**src/rtl/exec_cc_stage.sv**
```systemverilog
// exec_cc_stage: Y86-64 execute back end (condition codes, jXX/cmovXX evaluation, E/M pipeline register).
// Optional macro COND_ILLEGAL_EN: a valid jXX/cmovXX with ifun>6 becomes an INS exception.
`default_nettype none

module exec_cc_stage #(
  parameter int         W     = 64,
  parameter logic [3:0] RNONE = 4'hF
) (
  input  logic         clk,
  input  logic         rst,
  input  logic         e_valid,
  input  logic [2:0]   e_stat,
  input  logic [3:0]   e_icode,
  input  logic [3:0]   e_ifun,
  input  logic [W-1:0] alu_result,
  input  logic         alu_overflow,
  input  logic [W-1:0] e_valA,
  input  logic [3:0]   e_dstE,
  input  logic [3:0]   e_dstM,
  input  logic         set_cc_en,
  input  logic         m_stall,
  input  logic         m_bubble,
  output logic         zf,
  output logic         sf,
  output logic         of,
  output logic         e_cnd,
  output logic         M_valid,
  output logic [2:0]   M_stat,
  output logic [3:0]   M_icode,
  output logic [3:0]   M_ifun,
  output logic         M_cnd,
  output logic [W-1:0] M_valE,
  output logic [W-1:0] M_valA,
  output logic [3:0]   M_dstE,
  output logic [3:0]   M_dstM
);

  localparam logic [3:0] I_CMOV = 4'd2;
  localparam logic [3:0] I_OPQ  = 4'd6;
  localparam logic [3:0] I_JXX  = 4'd7;
  localparam logic [3:0] I_NOP  = 4'd1;
  localparam logic [2:0] S_AOK  = 3'd1;
  localparam logic [2:0] S_INS  = 3'd4;

  logic zf_q, sf_q, of_q;
  logic zf_d, sf_d, of_d;
  logic cc_write;

  logic         valid_q, valid_d;
  logic [2:0]   stat_q, stat_d;
  logic [3:0]   icode_q, icode_d;
  logic [3:0]   ifun_q, ifun_d;
  logic         cnd_q, cnd_d;
  logic [W-1:0] valE_q, valE_d;
  logic [W-1:0] valA_q, valA_d;
  logic [3:0]   dstE_q, dstE_d;
  logic [3:0]   dstM_q, dstM_d;

  logic         cond_illegal;
  logic [2:0]   stat_sel;
  logic [3:0]   dstE_sel;

  assign cc_write = e_valid && (e_icode == I_OPQ) && set_cc_en && !m_stall && (e_stat == S_AOK);

  always_comb begin
    zf_d = zf_q;
    sf_d = sf_q;
    of_d = of_q;
    if (cc_write) begin
      zf_d = (alu_result == '0);
      sf_d = alu_result[W-1];
      of_d = alu_overflow;
    end
  end

  // Evaluated from the registered flags, i.e. before this cycle's write.
  always_comb begin
    e_cnd = 1'b0;
    case (e_ifun)
      4'd0:    e_cnd = 1'b1;
      4'd1:    e_cnd = (sf_q ^ of_q) | zf_q;
      4'd2:    e_cnd = sf_q ^ of_q;
      4'd3:    e_cnd = zf_q;
      4'd4:    e_cnd = !zf_q;
      4'd5:    e_cnd = !(sf_q ^ of_q);
      4'd6:    e_cnd = !(sf_q ^ of_q) && !zf_q;
      default: e_cnd = 1'b0;
    endcase
  end

`ifdef COND_ILLEGAL_EN
  assign cond_illegal = e_valid && ((e_icode == I_CMOV) || (e_icode == I_JXX)) &&
                        (e_ifun > 4'd6) && (e_stat == S_AOK);
`else
  assign cond_illegal = 1'b0;
`endif

  assign stat_sel = cond_illegal ? S_INS : e_stat;
  assign dstE_sel = (cond_illegal || ((e_icode == I_CMOV) && !e_cnd)) ? RNONE : e_dstE;

  always_comb begin
    valid_d = valid_q;
    stat_d  = stat_q;
    icode_d = icode_q;
    ifun_d  = ifun_q;
    cnd_d   = cnd_q;
    valE_d  = valE_q;
    valA_d  = valA_q;
    dstE_d  = dstE_q;
    dstM_d  = dstM_q;
    if (m_stall) begin
      // hold
    end else if (m_bubble || !e_valid) begin
      valid_d = 1'b0;
      stat_d  = S_AOK;
      icode_d = I_NOP;
      ifun_d  = 4'd0;
      cnd_d   = 1'b0;
      valE_d  = '0;
      valA_d  = '0;
      dstE_d  = RNONE;
      dstM_d  = RNONE;
    end else begin
      valid_d = 1'b1;
      stat_d  = stat_sel;
      icode_d = e_icode;
      ifun_d  = e_ifun;
      cnd_d   = e_cnd;
      valE_d  = alu_result;
      valA_d  = e_valA;
      dstE_d  = dstE_sel;
      dstM_d  = e_dstM;
    end
  end

  always_ff @(posedge clk) begin
    if (rst) begin
      zf_q    <= 1'b1;
      sf_q    <= 1'b0;
      of_q    <= 1'b0;
      valid_q <= 1'b0;
      stat_q  <= S_AOK;
      icode_q <= I_NOP;
      ifun_q  <= 4'd0;
      cnd_q   <= 1'b0;
      valE_q  <= '0;
      valA_q  <= '0;
      dstE_q  <= RNONE;
      dstM_q  <= RNONE;
    end else begin
      zf_q    <= zf_d;
      sf_q    <= sf_d;
      of_q    <= of_d;
      valid_q <= valid_d;
      stat_q  <= stat_d;
      icode_q <= icode_d;
      ifun_q  <= ifun_d;
      cnd_q   <= cnd_d;
      valE_q  <= valE_d;
      valA_q  <= valA_d;
      dstE_q  <= dstE_d;
      dstM_q  <= dstM_d;
    end
  end

  assign zf      = zf_q;
  assign sf      = sf_q;
  assign of      = of_q;
  assign M_valid = valid_q;
  assign M_stat  = stat_q;
  assign M_icode = icode_q;
  assign M_ifun  = ifun_q;
  assign M_cnd   = cnd_q;
  assign M_valE  = valE_q;
  assign M_valA  = valA_q;
  assign M_dstE  = dstE_q;
  assign M_dstM  = dstM_q;

endmodule

`default_nettype wire

```
**config.mk**
```make
export PLATFORM = sky130hd
export DESIGN_NAME = exec_cc_stage
export DESIGN_NICKNAME = d
export VERILOG_FILES = /design/src/rtl/exec_cc_stage.sv
export SDC_FILE = /design/constraint.sdc
export NUM_CORES = 1
export LEC_CHECK = 0
export CAP_MARGIN = 15
export CORE_AREA = 2 2 120 122
export DETAILED_ROUTE_END_ITERATION = 16
export DIE_AREA = 0 0 122 124
export GPL_TIMING_DRIVEN = 0
export PLACE_DENSITY = 0.81
export SYNTH_ARGS = -nofsm -noshare
export SYNTH_HDL_FRONTEND = slang
export SYNTH_SLANG_ARGS = --single-unit
```
**constraint.sdc**
```tcl
create_clock -name clk -period 4.65 [get_ports clk]
set_clock_uncertainty 0.15 [all_clocks]
set_input_delay 0.6975 -clock clk [delete_from_list [all_inputs] [get_ports clk]]
set_output_delay 0.6975 -clock clk [all_outputs]
set_load 0.01 [all_outputs]
```
=== Word level (Yosys, flattened, before mapping) ===
Index checks and enable logic that the tools add are counted.

* Memories: 0
* Register bits after elaboration: 152
* Bits in latches: 0
* Word-level logic and storage cells: 48
* Bits in read-only memories: 0
* Bits in writable memories: 0
* Output and inout bits: 153

* $add $sub $neg: 0
* $lt $le $gt $ge: 0
* Multipliers: 0
* Div/mod/pow operators: 0
* Mux-type cells: 11
* Shift-type cells: 0
* Reductions and logical operators: 14
* Equality and inequality tests: 9
* Bitwise gates (word level): 2

{| class="wikitable"
|+ Operator list
! cell !! number
|-
| 64-bit two-way mux || 2
|-
| 64-bit zero test || 1
|-
| 4-bit two-way mux || 5
|-
| 4-bit by 3-bit equality test with 1-bit output (second input constant) || 4
|-
| 4-bit by 2-bit equality test with 1-bit output (second input constant) || 3
|-
| 1-bit case mux with 7 select lines || 1
|-
| 1-bit logical AND || 6
|-
| 1-bit zero test || 5
|-
| 4-bit by 1-bit equality test with 1-bit output (second input constant) || 1
|-
| 4-bit zero test || 1
|-
| 3-bit by 1-bit equality test with 1-bit output (second input constant) || 1
|-
| 3-bit two-way mux || 1
|-
| 1-bit two-way mux || 2
|-
| 1-bit logical OR || 1
|-
| 1-bit bitwise OR || 1
|-
| 1-bit XOR || 1
|}

=== Depth between registers and ports, before layout ===
* Depth in word-level cells: 8
* Gate-level depth with buffers: 6

=== Worst setup path before layout ===
OpenSTA, ideal clock, no wires.

* Path type: input-to-output
* From: input e_ifun[0]
* To: output e_cnd
* Arrival time: 1.438 ns
* Path buffers: 0
* Cell stages on the path: 3
* Slack: 2.365 ns
* Cell sequence: or3_1 -> o221ai_1 -> nor2b_1

* Word-level cells in the longest chain between the ends: 2
* Elaborated cells between the ends (all ways): 8
* Classes of those cells: eq/ne (6); mux (1); reduce/logical (1)

{| class="wikitable"
|+ RTL lines
! what !! line !! RTL
|-
| start: declaration || 14 || <nowiki>input logic [3:0] e_ifun,</nowiki>
|-
| 4-bit by 3-bit equality test with 1-bit output, or another cell as far along || 79 || <nowiki>case (e_ifun)</nowiki>
|-
| 1-bit case mux with 7 select lines * || 79 ||
|-
| end: declaration || 26 || <nowiki>output logic e_cnd,</nowiki>
|}

Mark *: on every way between the ends. The rest lies on a longest branch, timed or not.

=== Final worst setup path ===
Ends and elaborated chain as after synthesis.

==> results.yml <==
global_routing:
  track_usage: 0.248
  grt-ovfl-total: 0
  grt_pass1_wl_um: 28500
  grt_pass1_vias: 5371
  antenna_found_initial: 0
  grt_start_max_net_pins: 17
clock_network:
  cts_tree: "yes"
  cts_sinks: 152
  clkTransAtPathRegs_ns: 0.06
  cts.path.max_buffers: 2
  post_cts_buffers: 0
  root_buffer: "clkbuf_16"
  cts_made_buffers: 17
  cts-resized-gates: 0
  clk_latency_ns: 0.41
  cts.htree.levels: 4
  cts_hold_buf: 0
synthesis:
  yosysTopAreaCell: "dfxtp_1"
  synth.distinct_cells: 28
  synth_top_cell_area_share: 0.581
  synthTopCellsByArea: "dfxtp_1 (58%), a22oi_1 (20%), nor2_1 (10%)"
  synth_nets: 703
  synth.avg_cell_area_um2: 9.54
  yosysWarnings: 0
  synth_seq_cells: 152
  syn-cell-area_um2: 5240
  synthCells: 549
  yosysSeqAreaShare: 0.581
placed_design:
  io_buffers: 305
  post-dp-hpwl_um: 14600
  place.gp.congestion: 0.766
  post-place-ws_ns: 1.21
floorplan:
  initial_core_util: 0.382
  dieWidth_um: 122
  rows: 43
  core_um2: 13700
  die_area_um2: 15100
  die_y_um: 124
  pin_count: 307
setup_path:
  crit_path_end_kind: "output pin"
  timing.rr.start: "sf"
  start_kind: "input pin"
  path_buf_inv: 2
  reg2reg_slack_ns: 3.08
  crit_path_max_fanout: 6
  cp.arrival_ns: 2.62
  cpMostUsedCell: "clkdlybuf4s50_1"
  critPathTopFamily: "buffers and inverters"
  crit_cells: 6
  reg2reg_to: "M_dstE[0]"
  path_cells: "clkdlybuf4s50_1 > nand2b_1 > nand3_1 > o221ai_1 > nor2b_1 > clkdlybuf4s50_1"
  cp_slowest_cell: "clkdlybuf4s50_1"
  crit_required_ns: 3.80
  crit_end: "e_cnd"
  crit_type: "input pin to output pin"
  slowest_delay_ns: 0.54
  r2r_cells: 4
  critical_path.startpoint: "e_ifun[0]"
cells_and_area:
  syn_to_final_growth_pct: 74.2
  nFillCells: 1119
  final_cell_mix: "clkdlybuf4s50_1 (305), dfxtp_1 (152), nor2_1 (140)"
  final_nets: 1027
  final_common_cell: "clkdlybuf4s50_1"
  final-seq-area_um2: 3040
  multi_input_area_um2: 1980
  final_core_util: 0.665
  diodes: 0
  drive_gt1_frac: 0.0509
detailed_routing:
  vias: 5489
  ant_nets: 0
  wirelength_um: 19200
  via_per_inst: 5.16
  first_pass_iters: 8
  detail_route.wl_per_cell_um: 18.0
  drc: 0
  first_iter_violations: 386
sta:
  fin_crit_sh: 0.747
  final.setup.worst_slack_ns: 1.18
  relSlewSlack: 0.524
  max_freq_ghz: 0.288
  fin_crit_ns: 3.47
  worstMarginPinSlew_ns: 0.715
  setup_viol_count_final: 0
  hold_slack_ns: 0.338
  timing.setup.tns_ns: 0
  hold_violations: 0
  rsz0062_at_grt: "no"
  slew_violations: 0
pwr:
  p_per_area_nw_per_um2: 342
  ir_drop_mv: 0.275
  fin_total_pwr_mw: 3.12
  p_leak_nw: 3.30
run_status:
  status: "complete, no violations"
flow_run:
  drv_cap: 0
worst_hold_path:
  hp-class: "register to register"
[where the power goes]
| part | switching (mW) | internal (mW) |
|---|---|---|
| combinational | 0.154 | 0.206 |
| sequential | 0.0168 | 1.33 |
| clock | 0.516 | 0.893 |
| total | 0.687 | 2.43 |
[metal layers]
layer / vias up / GRT usage / share of wire
met5: - / 0 / 0
met4: 0 / 0.0963 / 0.019
met3: 29 / 0.0778 / 0.091
met2: 261 / 0.424 / 0.49
met1: 2545 / 0.291 / 0.40
li1: 2654 / - / -
[worst min-delay path: stages (launching register included)]
cell     delay (ns)
dfxtp_1        0.33
o22ai_1        0.07
nand2_1        0.05
[Yosys cell counts]
master and instances:
or4_1 2, nor2_1 140, clkinv_1 1, nand4_1 4, buf_2 15, or3b_1 1
mux2i_1 2, inv_1 1, nor4_1 20, xor2_1 1, a22oi_1 138, nand2b_1 3
nor3b_1 1, o211ai_1 1, clkbuf_1 34, nand4b_1 1, or3_1 1, or2_2 1
a32o_1 1, o22ai_1 10, o21ai_1 1, nor2b_1 1, a21oi_1 6, nand2_1 8
dfxtp_1 152, nand3_1 1, o221ai_1 1, nor3_1 1
[registers in the layout, summed over array words and instances (netlist names), 3 cells and up]
signal and count:
M_valA 64, M_valE 64, M_dstE 4, M_dstM 4, M_icode 4, M_ifun 4
M_stat 3
[kinds of logic (layout without fill, tap and decap cells)]
| family | count (synthesis) | after routing | share of synthesized area |
|---|---|---|---|
| compound gates | 158 | 158 | 0.222 |
| simple gates | 185 | 185 | 0.152 |
| mux | 2 | 2 | 0.00382 |
| buf+inv | 51 | 386 | 0.0402 |
| xor+xnor | 1 | 1 | 0.00167 |
| flops | 152 | 152 | 0.581 |
[how the worst min path moves through the flow]
stage               start          to  cells past startpoint
2_1_floorplan   M_dstM[0]   M_dstM[0]                      2
6_report        M_stat[0]   M_stat[0]                      2
4_1_cts        M_icode[0]  M_icode[0]                      2
3_5_place_dp   M_icode[0]  M_icode[0]                      2
3_3_place_gp    M_stat[0]   M_stat[0]                      2
5_1_grt         M_stat[0]   M_stat[0]                      2
[layout make-up]
class,count,area share
flip-flops and latches,152,0.334
clock buffers,22,0.0531
well taps,180,0.0247
plain buffers,49,0.0222
inverters,2,0.000823
clock inverters,8,0.0132
repair buffers,305,0.335
multi-input cells,346,0.217
[per-stage QoR]
stage / instance area (um^2) / std cells
finish: 9120 / 1064
global route: 9120 / 1064
CTS: 9120 / 1064
detailed placement: 8510 / 1034
global placement: 8510 / 1034
floorplan: 5240 / 549
No activity file was read; power rests on OpenSTA's default activity.
